File: src/rtl/tocador_nota.sv
// Plays one word as a sequence of (nota, tom) notes from a fixed ROM over a ready/ok handshake.
// Optional 7-segment output is enabled by defining TOCADOR_NOTA_DISPLAY_EN.
module tocador_nota (
  input  logic       clk,
  input  logic       reset,
  input  logic       start,
  input  logic [1:0] tipo,
  input  logic       ready,
  output logic       ok,
  output logic [2:0] nota,
  output logic       tom,
  output logic       busy,
  output logic       done,
  output logic       err
`ifdef TOCADOR_NOTA_DISPLAY_EN
  ,
  output logic [6:0] display
`endif
);

  typedef enum logic [1:0] {
    IDLE = 2'd0,
    SEND = 2'd1,
    DONE = 2'd2,
    ERR  = 2'd3
  } state_t;

  state_t     state, state_nx;
  logic [2:0] idx, idx_nx;
  logic [1:0] tipo_q, tipo_nx;

  logic       ok_nx, tom_nx, busy_nx, done_nx, err_nx;
  logic [2:0] nota_nx;

  // Entries are {nota, tom}; index 5 is always the terminator.
  function automatic logic [3:0] rom(input logic [1:0] t, input logic [2:0] i);
    logic [3:0] e;
    e = 4'b0000;
    case (t)
      2'b01: case (i)
        3'd0: e = {3'b001, 1'b0};
        3'd1: e = {3'b010, 1'b0};
        3'd2: e = {3'b011, 1'b0};
        3'd3: e = {3'b100, 1'b0};
        3'd4: e = {3'b110, 1'b0};
        default: e = 4'b0000;
      endcase
      2'b10: case (i)
        3'd0: e = {3'b001, 1'b0};
        3'd1: e = {3'b011, 1'b0};
        3'd2: e = {3'b101, 1'b0};
        3'd3: e = {3'b110, 1'b0};
        3'd4: e = {3'b001, 1'b1};
        default: e = 4'b0000;
      endcase
      2'b11: case (i)
        3'd0: e = {3'b010, 1'b0};
        3'd1: e = {3'b100, 1'b0};
        3'd2: e = {3'b101, 1'b0};
        3'd3: e = {3'b110, 1'b0};
        3'd4: e = {3'b111, 1'b0};
        default: e = 4'b0000;
      endcase
      default: e = 4'b0000;
    endcase
    return e;
  endfunction

  always_ff @(posedge clk or posedge reset) begin
    if (reset) begin
      state  <= IDLE;
      idx    <= 3'd0;
      tipo_q <= 2'b00;
      ok     <= 1'b0;
      nota   <= 3'b000;
      tom    <= 1'b0;
      busy   <= 1'b0;
      done   <= 1'b0;
      err    <= 1'b0;
    end else begin
      state  <= state_nx;
      idx    <= idx_nx;
      tipo_q <= tipo_nx;
      ok     <= ok_nx;
      nota   <= nota_nx;
      tom    <= tom_nx;
      busy   <= busy_nx;
      done   <= done_nx;
      err    <= err_nx;
    end
  end

  // Outputs are derived from the next state so they appear registered on the same edge.
  always_comb begin
    state_nx = state;
    idx_nx   = idx;
    tipo_nx  = tipo_q;
    case (state)
      IDLE: begin
        if (start) begin
          tipo_nx  = tipo;
          idx_nx   = 3'd0;
          state_nx = (tipo != 2'b00) ? SEND : ERR;
        end
      end
      SEND: begin
        if (ready) begin
          if (idx == 3'd5) state_nx = DONE;
          else             idx_nx   = idx + 3'd1;
        end
      end
      DONE:    state_nx = IDLE;
      ERR:     state_nx = IDLE;
      default: state_nx = IDLE;
    endcase

    ok_nx   = (state_nx == SEND);
    busy_nx = (state_nx != IDLE);
    done_nx = (state_nx == DONE);
    err_nx  = (state_nx == ERR);
    if (ok_nx) {nota_nx, tom_nx} = rom(tipo_nx, idx_nx);
    else       {nota_nx, tom_nx} = 4'b0000;
  end

`ifdef TOCADOR_NOTA_DISPLAY_EN
  logic [6:0] display_nx;

  always_comb begin
    display_nx = 7'b1000000;
    if (ok_nx) begin
      case (nota_nx)
        3'd0: display_nx = 7'b0111111;
        3'd1: display_nx = 7'b0000110;
        3'd2: display_nx = 7'b1011011;
        3'd3: display_nx = 7'b1001111;
        3'd4: display_nx = 7'b1100110;
        3'd5: display_nx = 7'b1101101;
        3'd6: display_nx = 7'b1111101;
        3'd7: display_nx = 7'b0000111;
        default: display_nx = 7'b1000000;
      endcase
    end
  end

  always_ff @(posedge clk or posedge reset) begin
    if (reset) display <= 7'b0000000;
    else       display <= display_nx;
  end
`endif

endmodule

File: config.mk
export PLATFORM = sky130hd
export DESIGN_NAME = tocador_nota
export DESIGN_NICKNAME = d
export VERILOG_FILES = /design/src/rtl/tocador_nota.sv
export SDC_FILE = /design/constraint.sdc
export NUM_CORES = 1
export LEC_CHECK = 0
export ABC_AREA = 1
export ABC_CLOCK_PERIOD_IN_PS = 4400
export CAP_MARGIN = 0
export CORE_ASPECT_RATIO = 1.4
export CORE_UTILIZATION = 30
export DETAILED_ROUTE_END_ITERATION = 12
export SYNTH_ARGS = -nofsm -noshare
export SYNTH_HDL_FRONTEND = slang
export SYNTH_SLANG_ARGS = --single-unit
File: constraint.sdc
create_clock -name clk -period 4.4 [get_ports clk]
set_input_delay 0.88 -clock clk [delete_from_list [all_inputs] [get_ports clk]]
set_output_delay 0.88 -clock clk [all_outputs]
set_load 0.005 [all_outputs]
==> impl_metrics.yaml <==
timing:
  finalCritPeriodShare_pct: 51.5
  maxSlewHeadroom_pct: 63.1
  slew_viol_final: 0
  final_hold_viol_count: 0
  holdWs_ps: 536
  setup_viol: 0
  worst_pin_slew_ps: 553
  setup_tns_ps: 0
  fmax_mhz: 441
  period_needed_ps: 2270
  fin_skew_ps: 5.91
  fin_ws_ps: 2130
  rsz0062_at_grt: "no"
clock_tree:
  cts.sinks: 15
  numCtsBuffers: 3
  h-tree-depth: 1
  cts_root_buf: "clkbuf_4"
  clk_path_buf_depth: 2
  postCtsSetupRepairBufs: 0
  cts_resized: 0
  clkTransAtPathRegs_ps: 90
  cts_tree: "built"
  worst_skew_pair.late_latency_ps: 280
  hold_buffers: 0
die:
  num_rows: 22
  die_h_um: 65.2
  core_area_um2: 2670
  die_w_um: 47.1
  floorplan.initialDensity_pct: 32.1
  dieArea_um2: 3070
  ios: 14
final_layout:
  final_core_util_pct: 39.6
  instances_no_fill: 160
  final_common_cell: "nand2_1"
  finalInstanceArea_um2: 1060
  multiInputGateArea_um2: 398
  fillers: 280
  regArea_um2: 375
  nNetsFinal: 133
  final_cell_mix: "nand2_1 (21), inv_1 (15), dfrtp_1 (15), nand3_1 (14), clkdlybuf4s50_1 (13)"
  antenna_cells: 0
  final_layout_size_suffix_gt1_share_pct: 22.6
  area_delta_synth_final_pct: 23.5
worst_setup_path:
  crit_path_frequent_cell: "nor2_1"
  required_ps: 4610
  startpoint_type: "input port"
  cp-end-kind: "register"
  crit_chain: "clkdlybuf4s50_1 > nand3_1 > nor2_2 > nor2_1 > nor2_2 > nand2_2 > nand2_4 > nand2_1 > nor2_1 > nor2_1 > nor2_1"
  slowest_delay_ps: 590
  cp.arrival_ps: 2470
  crit_slowest_cell: "clkdlybuf4s50_1"
  worstPathMaxFanout: 6
  crit_type: "input port to register"
power_and_ir_drop:
  p_leak_nw: 0.556
  p_per_area_nw_per_um2: 733
  vdd_drop_max_mv: 0.259
  finalPower_mw: 0.775
place:
  pre_cts_ws_ps: 1870
  dp.cells: 156
  place_area_um2: 1030
  post-dp-hpwl_um: 1340
  port_buffers: 13
  place_congestion: 0.975
synth:
  yosysSeqAreaShare_pct: 43.9
  syn-cell-area_um2: 856
  ys_warn_count: 0
  synthesis.nets: 115
  avgSynthCellArea_um2: 8.00
  yosysUniqueCellTypes: 21
  syn-instance-count: 107
  ys_seq_elements: 15
drt:
  vias: 720
  wl_per_cell_um: 10.4
  final_antenna_net_count: 0
  drcViolationCount: 0
  wirelength_um: 1670
  drt_iter0_drc: 20
  vias_per_cell: 4.50
  dr.pass1.iters: 4
grt:
  grt.total_usage_pct: 13.6
  grt-ovfl-total: 0
  grt_pass1_vias: 698
  grt_max_degree: 16
  grt_pass1_wl_um: 2940
  antenna_found_initial: 0
outcome:
  status: "finished, final reports clean"
run:
  drv_cap: 0
worst_hold_path:
  min_path_type: "register to register"
cell type report:
class                      count  area share (%)
clock buffer                   4            2.49
inverter                      21            7.81
multi-input combinational     71            37.6
sequential                    15            35.5
tap                           36            4.26
timing repair buffer          13            12.3
sequential cells by signal (all words and copies together) (netlist names):
signal  cells
nota        3
busy        1
tom         1
done        1
err         1
tipo_q      2
state       2
idx         3
ok          1
worst max-delay path: cells and delay by family:
family	cells	cell delay, ps
and+or+nand+nor	10	1000
buffers and inverters	1	590
logic make-up after synthesis:
family                     after synthesis  share of synthesized area (%)
adders and majority gates                2                           2.92
and+or+nand+nor                         61                           35.2
DFF                                     15                           43.9
buffers and inverters                   21                           9.65
AOI/OAI and AO/OA                        8                           8.33
cell usage after synthesis:
cell type | n | share of area (%)
nand4_1 | 1 | 0.73
nand3_1 | 14 | 8.2
nand2_2 | 3 | 2.2
nor3_1 | 2 | 1.2
o21ai_1 | 1 | 0.58
o21ai_4 | 1 | 1.9
o21a_1 | 1 | 0.88
o21bai_2 | 1 | 1.3
ha_1 | 2 | 2.9
or2_4 | 2 | 2.0
clkinv_2 | 1 | 0.58
inv_2 | 4 | 1.8
inv_1 | 15 | 6.6
nand2_4 | 2 | 2.6
nand2_1 | 21 | 9.2
dfrtp_1 | 15 | 44
o21ai_2 | 3 | 3.1
nor2_1 | 9 | 3.9
nor2_2 | 7 | 5.1
inv_4 | 1 | 0.73
o21ai_0 | 1 | 0.58
final timing paths:
kind / startpoint / end / slack (ps) / cells after the start
min in group asynchronous: reset / tipo_q[1]$_DFF_PP0_ / 940 / 2
hold reg to reg: tipo_q[1]$_DFF_PP0_ / tipo_q[1]$_DFF_PP0_ / 540 / 2
hold / removal: tipo_q[1]$_DFF_PP0_ / tipo_q[1]$_DFF_PP0_ / 540 / 2
setup / recovery: ready / nota[1]$_DFF_PP0_ / 2130 / 11
max in group asynchronous: reset / state[1]$_DFF_PP0_ / 3090 / 2
setup reg to reg: idx[0]$_DFF_PP0_ / nota[1]$_DFF_PP0_ / 2630 / 12
metal layers:
metal | part of all wire [%] | track usage (%) | vias up
met4 | 2.9 | 7.86 | 0
met3 | 3.1 | 2.47 | 6
met5 | 0 | 0 | -
met2 | 51 | 22.4 | 16
li1 | - | - | 365
met1 | 43 | 15.6 | 333
power by group:
part	internal, mW	leakage, nW	switching, mW
clock network	0.0351	0.0150	0.0403
logic	0.182	0.359	0.295
registers	0.189	0.181	0.0329
total	0.407	0.556	0.368
Note: power is estimated with default switching activity, not from simulation.
